==> src/rtl/tx_info_sched.sv <==
// Round-robin scheduler sharing one tx_info_phy serializer among NUM_REQ info-frame sources.
// Optional checksum byte: define TX_INFO_CKSUM_EN to include the CKS/W_CKS states and accumulator.
module tx_info_sched #(
    parameter int          NUM_REQ   = 4,
    parameter int          IFG       = 16,
    parameter logic [7:0]  SYNC_BYTE = 8'hA5
) (
    input  logic                   clk_sys,
    input  logic                   rst_n,
    input  logic [NUM_REQ-1:0]     req,
    input  logic [4*NUM_REQ-1:0]   len,
    output logic [NUM_REQ-1:0]     grant,
    output logic [NUM_REQ-1:0]     ack,
    output logic                   byte_rd,
    output logic [3:0]             byte_idx,
    input  logic [7:0]             byte_data,
    output logic                   fire_tx,
    output logic [7:0]             data_tx,
    input  logic                   done_tx,
    output logic                   busy
);

    // Handshakes: fire_tx is a one-cycle start pulse to the phy, and done_tx is honoured only
    // in a W_* state. byte_rd is a one-cycle strobe, byte_data is taken the following cycle.
    typedef enum logic [3:0] {
        S_IDLE,
        S_ARB,
        S_SYNC,
        S_W_SYNC,
        S_HDR,
        S_W_HDR,
        S_RD,
        S_LAT,
        S_PAY,
        S_W_PAY,
`ifdef TX_INFO_CKSUM_EN
        S_CKS,
        S_W_CKS,
`endif
        S_GAP,
        S_ACK
    } state_t;

    state_t       state;
    state_t       state_nxt;
    state_t       st_after_pay;

    logic [1:0]   rr;
    logic [1:0]   src_id;
    logic [3:0]   cur_len;
    logic [3:0]   idx;
    logic [7:0]   pay_byte;
    logic [7:0]   gap_cnt;
    logic [7:0]   hdr;

    logic         arb_found;
    logic [1:0]   arb_win;
    logic [2:0]   arb_k;

    assign hdr = {src_id, 2'b00, cur_len};

`ifdef TX_INFO_CKSUM_EN
    logic [7:0]   acc;
    assign st_after_pay = S_CKS;
`else
    assign st_after_pay = S_GAP;
`endif

    // Round-robin search: first set request at or after rr, wrapping at NUM_REQ.
    always_comb begin
        arb_found = 1'b0;
        arb_win   = '0;
        arb_k     = '0;
        for (int i = 0; i < NUM_REQ; i++) begin
            arb_k = 3'(rr) + 3'(i);
            if (arb_k >= 3'(NUM_REQ))
                arb_k = arb_k - 3'(NUM_REQ);
            if (!arb_found && req[arb_k[1:0]]) begin
                arb_found = 1'b1;
                arb_win   = arb_k[1:0];
            end
        end
    end

    always_ff @(posedge clk_sys or negedge rst_n) begin
        if (!rst_n)
            state <= S_IDLE;
        else
            state <= state_nxt;
    end

    always_comb begin
        state_nxt = state;
        case (state)
            S_IDLE:   if (|req) state_nxt = S_ARB;
            S_ARB:    state_nxt = arb_found ? S_SYNC : S_IDLE;
            S_SYNC:   state_nxt = S_W_SYNC;
            S_W_SYNC: if (done_tx) state_nxt = S_HDR;
            S_HDR:    state_nxt = S_W_HDR;
            S_W_HDR:  if (done_tx) state_nxt = (cur_len != 4'd0) ? S_RD : st_after_pay;
            S_RD:     state_nxt = S_LAT;
            S_LAT:    state_nxt = S_PAY;
            S_PAY:    state_nxt = S_W_PAY;
            S_W_PAY: begin
                if (done_tx)
                    state_nxt = ({1'b0, idx} + 5'd1 < {1'b0, cur_len}) ? S_RD : st_after_pay;
            end
`ifdef TX_INFO_CKSUM_EN
            S_CKS:    state_nxt = S_W_CKS;
            S_W_CKS:  if (done_tx) state_nxt = S_GAP;
`endif
            S_GAP:    if (gap_cnt == 8'(IFG - 1)) state_nxt = S_ACK;
            S_ACK:    state_nxt = S_IDLE;
            default:  state_nxt = S_IDLE;
        endcase
    end

    always_comb begin
        byte_rd  = (state == S_RD);
        byte_idx = idx;
        ack      = grant & {NUM_REQ{state == S_ACK}};
        busy     = (state != S_IDLE);
    end

    // Frame context: captured once in ARB so later len changes cannot disturb the frame.
    always_ff @(posedge clk_sys or negedge rst_n) begin
        if (!rst_n) begin
            grant    <= '0;
            rr       <= '0;
            src_id   <= '0;
            cur_len  <= '0;
            idx      <= '0;
            pay_byte <= '0;
            gap_cnt  <= '0;
        end else begin
            case (state)
                S_ARB: begin
                    if (arb_found) begin
                        grant          <= '0;
                        grant[arb_win] <= 1'b1;
                        src_id         <= arb_win;
                        cur_len        <= len[{arb_win, 2'b00} +: 4];
                        idx            <= '0;
                    end
                end
                S_LAT:   pay_byte <= byte_data;
                S_W_PAY: if (done_tx) idx <= idx + 4'd1;
                S_ACK: begin
                    grant <= '0;
                    rr    <= (src_id == 2'(NUM_REQ - 1)) ? 2'd0 : src_id + 2'd1;
                end
                default: ;
            endcase
            gap_cnt <= (state == S_GAP) ? gap_cnt + 8'd1 : 8'd0;
        end
    end

`ifdef TX_INFO_CKSUM_EN
    always_ff @(posedge clk_sys or negedge rst_n) begin
        if (!rst_n)
            acc <= '0;
        else if (state == S_HDR)
            acc <= hdr;
        else if (state == S_PAY)
            acc <= acc + pay_byte;
    end
`endif

    // Phy-facing byte is registered, so each fire lands the cycle after its issuing state.
    always_ff @(posedge clk_sys or negedge rst_n) begin
        if (!rst_n) begin
            fire_tx <= 1'b0;
            data_tx <= '0;
        end else begin
            fire_tx <= 1'b0;
            data_tx <= '0;
            case (state)
                S_SYNC: begin fire_tx <= 1'b1; data_tx <= SYNC_BYTE; end
                S_HDR:  begin fire_tx <= 1'b1; data_tx <= hdr;       end
                S_PAY:  begin fire_tx <= 1'b1; data_tx <= pay_byte;  end
`ifdef TX_INFO_CKSUM_EN
                S_CKS:  begin fire_tx <= 1'b1; data_tx <= acc;       end
`endif
                default: ;
            endcase
        end
    end

endmodule

==> config.mk <==
export PLATFORM = sky130hd
export DESIGN_NAME = tx_info_sched
export DESIGN_NICKNAME = d
export VERILOG_FILES = /design/src/rtl/tx_info_sched.sv
export SDC_FILE = /design/constraint.sdc
export NUM_CORES = 1
export LEC_CHECK = 0
export BUFFER_PORTS_ARGS = -buffer_cell sky130_fd_sc_hd__buf_2
export CAP_MARGIN = 20
export CORE_MARGIN = 5
export CORE_UTILIZATION = 54
export DETAILED_ROUTE_END_ITERATION = 10
export GPL_TIMING_DRIVEN = 0
export PLACE_DENSITY = 0.77
export SKIP_LAST_GASP = 1
export SLEW_MARGIN = 20
export SYNTH_ARGS = -nofsm -noshare
export SYNTH_HDL_FRONTEND = slang
export SYNTH_SLANG_ARGS = --single-unit
export TNS_END_PERCENT = 100
==> constraint.sdc <==
create_clock -name clk_sys -period 1.9 [get_ports clk_sys]
set_input_delay 0.19 -clock clk_sys [delete_from_list [all_inputs] [get_ports clk_sys]]
set_output_delay 0.19 -clock clk_sys [all_outputs]
set_load 0.01 [all_outputs]
==> results of run 1 <==
[path summary, 6_finish.rpt]
path	start	to	slack (ps)	cells past startpoint
worst max-delay path	byte_idx[0]	state[3]	110	7
worst min-delay path	byte_data[2]	pay_byte[2]	120	2
worst max register to register	byte_idx[0]	state[3]	110	7
worst min register to register	gap_cnt[0]	gap_cnt[0]	460	1
max in group asynchronous	rst_n	byte_idx[0]	1060	2
min in group asynchronous	rst_n	pay_byte[2]	420	2
[report_power, final]
group          leakage, nW  switching (W)  internal [W]  total (W)
clock               0.0681       0.000328      0.000522   0.000851
sequential           0.580       0.000258       0.00129    0.00154
combinational        0.761        0.00111      0.000915    0.00202
[repair_timing]
action	CTS	global route
buffers inserted	0	1
resized for setup	2	13
setup endpoints to repair	4	7
pin swaps	0	2
hold buffers	0	1
hold endpoints to repair	0	45
[state kept, by name (all words and copies together), names as in the netlist]
name and cells:
grant 4, gap_cnt 8, fire_tx 1, state 4
byte_idx 4, data_tx 8, cur_len 4, pay_byte 8
src_id 2, rr 2
[per-layer routing]
layer  global-route usage (%)  share of wire [%]  wire (um)  vias to the layer above
met3                    4.215                7.0        378                        7
li1                         -                  -          -                      989
met1                    26.30                 44       2391                      961
met4                    4.983                1.1         57                        0
met2                    30.13                 48       2577                       72
met5                        0                  0          0                        -
[Yosys cell counts, types with 3 or more instances]
| cell | instances |
|---|---|
| xnor2_1 | 4 |
| nor3_1 | 5 |
| nand2b_1 | 4 |
| nand3_1 | 8 |
| nor2_1 | 21 |
| nand4_1 | 4 |
| xor2_1 | 4 |
| o21ai_0 | 12 |
| a32o_1 | 4 |
| dfrtp_1 | 45 |
| and3_1 | 3 |
| mux2i_1 | 5 |
| a22oi_1 | 4 |
| and2_1 | 4 |
| mux2_2 | 8 |
| a211o_1 | 4 |
| nand2_1 | 20 |
| buf_6 | 6 |
| ha_1 | 6 |
| o31ai_1 | 5 |
| nor2b_1 | 3 |
| inv_1 | 7 |
| a21oi_1 | 13 |
[worst reg2reg max path: stages, from the launching register on]
cell     delay, ps
dfrtp_2        460
ha_4           180
xor2_2         160
ha_4           270
o21ai_1         50
o21a_1         210
o32a_1         290
o21ai_1        110
[cell type report]
cell class / instances / area [sq um]
plain buffers: 8 / 80.08
clock buffers: 5 / 68.82
clock inverters: 3 / 65.06
fillers: 336 / 1395
inverters: 7 / 26.28
multi-input cells: 175 / 1269
flip-flops and latches: 45 / 1130
well taps: 52 / 65.06
repair buffers: 55 / 285.3
[kinds of logic (layout without fill, tap and decap cells)]
logic type / after synthesis / count (layout)
AO/OA/AOI/OAI: 61 / 61
XOR/XNOR: 8 / 8
adder cells (fa/ha/maj): 6 / 6
buffers and inverters: 15 / 78
flip-flops: 45 / 45
multiplexers: 13 / 13
AND/OR/NAND/NOR: 87 / 87
[through the flow]
step	cells	area (sq um)	hold WS [ps]
detailed placement	340	2773	409.1
global route	350	2989	108.5
floorplan	235	2442	-105.6
global placement	340	2773	405.8
CTS	348	2910	82.95
finish	350	2989	120.8
==> impl_metrics.tcl, run 1 <==
set metrics [dict create \
    status "completed" \
    mostFrequentLayoutCells "buf_2 (53), dfrtp_1 (42), nor2_1 (20), nand2_1 (20), a21oi_1 (13)" \
    wl_per_cell_um 15.44 \
    viasPerCell 5.797 \
    antenna_found_initial 0 \
    yosysTopAreaCell "dfrtp_1" \
    fmax_mhz 558.7 \
    h-tree-depth 2 \
    slew_headroom_pct 62.28 \
    grt_overflow_total 0 \
    path_class "reg2reg" \
    synth-simple-area-share_pct 19.62 \
    cts_tree "yes" \
    postLayoutCoreUtil_pct 68.18 \
    io_buffers 53 \
    fin_ws_ps 110.2 \
    end_kind "register" \
    power_leakage_nw 1.410 \
    io_pins 54 \
    dr.pass1.iters 4 \
    synth_fa_ha_area_share_pct 3.074 \
    crit_path_cell_trace "ha_4 -> xor2_2 -> ha_4 -> o21ai_1 -> o21a_1 -> o32a_1 -> o21ai_1" \
    grt_max_degree 46 \
    cts_root_buf "clkbuf_8" \
    die_area_sq_um 5968 \
    start_util_pct 55.71 \
    post-route-min-period_ps 1790 \
    clk_path_buf_depth 2 \
    async_flop_share_pct 100.0 \
    critPathMaxStageDelay_ps 460 \
    syn2layout_area_growth_pct 22.39 \
    n_antenna_cell 0 \
    drc 0 \
    syn_inst 235 \
    grt_pass1_vias 2018 \
    tightest_slew_ps 565.8 \
    ys_types 53 \
    drive_gt1_share_pct 33.89 \
    place_ws_ps 25.87 \
    drt-initial-drc-count 159 \
    ys_seq_elements 45 \
    slew_viol_final 0 \
    start_kind "register" \
    nets 334 \
    core_sq_um 4384 \
    crit_buf_inv 0 \
    synth_top_family_by_area "simple AND/OR/NAND/NOR gates" \
    synth-edff-count 0 \
    cp.arrival_ps 2020 \
    fin_crit_sh_pct 94.20 \
    dr_total_vias 2029 \
    finalHoldViolCount 0 \
    final_common_cell "buf_2" \
    dominantRegCellSynth "dfrtp_1" \
    power.total_w 0.004417 \
    synth.top_cells.by_area "dfrtp_1 (46%), mux2_2 (3.7%), nor2_1 (3.2%)" \
    worstPathMaxFanout 6 \
    crit_family "compound AO/OA/AOI/OAI gates" \
    cts_buffers 5 \
    synth_top_area_share_pct 46.11 \
    fin_skew_ps 5.581 \
    syn_nets 272 \
    antenna_left 0 \
    grt.total_usage_pct 19.02 \
    crit_required_ps 2130 \
    routed_wl_um 5405 \
    hp-class "in2reg" \
    clk_latency_ps 300 \
    report.final.setup_viol 0 \
    die_w_um 77.25 \
    synthXorXnorAreaFrac_pct 2.869 \
    path_clk_slew_ps 80 \
    die-height_um 77.25 \
    grt_pass1_wl_um 9377 \
    ys_warn_count 0 \
    cts.sinks 45 \
    fin_tns_setup_ps 0 \
    slowest_stage "dfrtp_2" \
    rows 24 \
    detailed_place_hpwl_um 3924 \
    synth_mux_area_share_pct 5.738 \
    synth-compound-area-share_pct 18.24 \
    synth.cell_area_sq_um 2442 \
    max-vdd-ir-drop_mv 0.7369 \
    syn_avg_cell_area_sq_um 10.39 \
    powerDensity_nw_per_um2 1478 \
    max_cap_viol_count 0 \
    yosysSeqAreaShare_pct 46.11 \
    gp_congestion 0.8805 \
]
No activity file was read; power rests on OpenSTA's default activity.
==> inputs of run 2 (changes only) <==
--- a/config.mk
+++ b/config.mk
@@ -12,6 +12,7 @@
 export DETAILED_ROUTE_END_ITERATION = 10
 export GPL_TIMING_DRIVEN = 0
 export PLACE_DENSITY = 0.77
+export SETUP_SLACK_MARGIN = 0.2
 export SKIP_LAST_GASP = 1
 export SLEW_MARGIN = 20
 export SYNTH_ARGS = -nofsm -noshare
==> impl_metrics.tcl, run 2 (synthesis results as in run 1) <==
set metrics [dict create \
    report.final.setup_viol 0 \
    die_area_sq_um 5968 \
    h-tree-depth 2 \
    path_class "reg2reg" \
    path_clk_slew_ps 90 \
    regToRegSetupSlack_ps 130 \
    use_met3_pct 4.918 \
    grt_max_degree 46 \
    final_common_cell "buf_2" \
    io_pins 54 \
    design_area_sq_um 3238 \
    grt.total_usage_pct 19.77 \
    rsz0062_at_grt "true" \
    die_w_um 77.25 \
    cts_tree "yes" \
    end_kind "register" \
    antenna_left 0 \
    dpl.cell_count 340 \
    viasPerCell 5.790 \
    fin_crit_sh_pct 93.32 \
    clk_path_buf_depth 2 \
    max_cap_viol_count 0 \
    gp_congestion 0.8690 \
    crit_path_cell_trace "ha_4 -> xor2_4 -> ha_4 -> o21ai_2 -> o21a_1 -> o32a_1 -> o21ai_1" \
    mostFrequentLayoutCells "buf_2 (51), dfrtp_1 (40), buf_4 (22)" \
    post-route-min-period_ps 1773 \
    hold-path-cell-count 2 \
    top_usage_layer "met2" \
    nets 355 \
    start_util_pct 55.71 \
    r2r_cells 7 \
    grt_pass1_wl_um 9673 \
    n_antenna_cell 0 \
    status "completed" \
    cts.sinks 45 \
    fmax_mhz 564.0 \
    wl_per_cell_um 16.26 \
    detailed_place_hpwl_um 4040 \
    multi_input_area_sq_um 1369 \
    clk_latency_ps 310 \
    min_to "pay_byte[2]" \
    dr.pass1.iters 4 \
    hp-class "in2reg" \
    fin_ws_ps 126.8 \
    power_leakage_nw 1.524 \
    grt_overflow_total 0 \
    max-vdd-ir-drop_mv 0.8095 \
    core_sq_um 4384 \
    drc 0 \
    fin_tns_setup_ps 0 \
    cts_root_buf "clkbuf_8" \
    place_ws_ps 121.7 \
    place_area_sq_um 2788 \
    die-height_um 77.25 \
    dr_total_vias 2148 \
    critPathMaxStageDelay_ps 440 \
    worstPathMaxFanout 3 \
    fill_cells 302 \
    powerDensity_nw_per_um2 1434 \
    grtUsageMet1_pct 26.66 \
    tightest_slew_ps 556.6 \
    crit_required_ps 2130 \
    cp_common_cell "ha_4" \
    crit_family "compound AO/OA/AOI/OAI gates" \
    drt-initial-drc-count 92 \
    grt_pass1_vias 2056 \
    r2r_start "byte_idx[1]" \
    power.total_w 0.004643 \
    drive_gt1_share_pct 42.32 \
    start_kind "register" \
    min_from "byte_data[2]" \
    slew_headroom_pct 62.89 \
    slew_viol_final 0 \
    routed_wl_um 6034 \
    gr-usage-met2_pct 31.65 \
    r2r_end "state[3]" \
    top_regs "data_tx x8, gap_cnt x8, pay_byte x8" \
    seq_area_sq_um 1132 \
    antenna_found_initial 0 \
    rows 24 \
    crit_buf_inv 0 \
    final_cells 371 \
    syn2layout_area_growth_pct 32.58 \
    cp.arrival_ps 2000 \
    finalHoldViolCount 0 \
    slowest_stage "dfrtp_2" \
    io_buffers 53 \
    cts_buffers 5 \
    fin_skew_ps 10.00 \
]
run 2: cell count changes in the layout (fill, tap and decap cells not counted), moves of 2 or more:
cell	delta
and2_4	+2
bufinv_16	-2
dfrtp_1	-2
nor2_1	-2
dfrtp_2	+2
and2_1	-2
buf_4	+19
buf_6	+2
buf_2	-2
run 2: what timing repair did:
action | CTS | global route
setup buffers | 4 | 18
hold endpoints to repair | 0 | 45
endpoints found under the setup margin | 17 | 18
pin swaps | 5 | 8
resized for setup | 15 | 22
hold buffers | 0 | 1
run 2: worst max-delay path by stage:
stage / start / to / slack (ps) / cells after the start
after floorplan: byte_idx[0] / state[3] / 190 / 7
after global placement: byte_idx[0] / state[2] / 140 / 7
after detailed placement: byte_idx[0] / state[3] / 120 / 7
after CTS: state[3] / byte_rd / 160 / 4
after global routing: byte_idx[1] / state[3] / 80 / 7
final: byte_idx[1] / state[3] / 130 / 7
run 2: through the flow:
| stage | hold WS, ps | utilization [%] |
|---|---|---|
| floorplan | -105.6 | - |
| global placement | 407.1 | 63.58 |
| detailed placement | 410.1 | 63.58 |
| CTS | 75.55 | 68.21 |
| global route | 103.2 | 73.86 |
| finish | 113.1 | 73.86 |
run 2: power breakdown:
part	leakage, nW	switching, W	internal [W]	total, W
logic	0.902	0.00129	0.00120	0.00249
registers	0.577	0.000254	0.00129	0.00154
clock network	0.0445	0.000346	0.000261	0.000607
run 2: layer usage:
metal	wire [um]	part of all wire (%)
met2	2979	49
met3	342	5.7
met5	0	0
met4	127	2.1
met1	2585	43
run 2: final cells by class:
type	instances	area share (%)
Buffer	8	2.898
Clock buffer	5	2.125
Clock inverter	3	0.6569
Inverter	7	0.8114
Multi-Input combinational cell	175	42.27
Sequential cell	45	34.97
Tap cell	52	2.009
Timing Repair Buffer	76	14.26
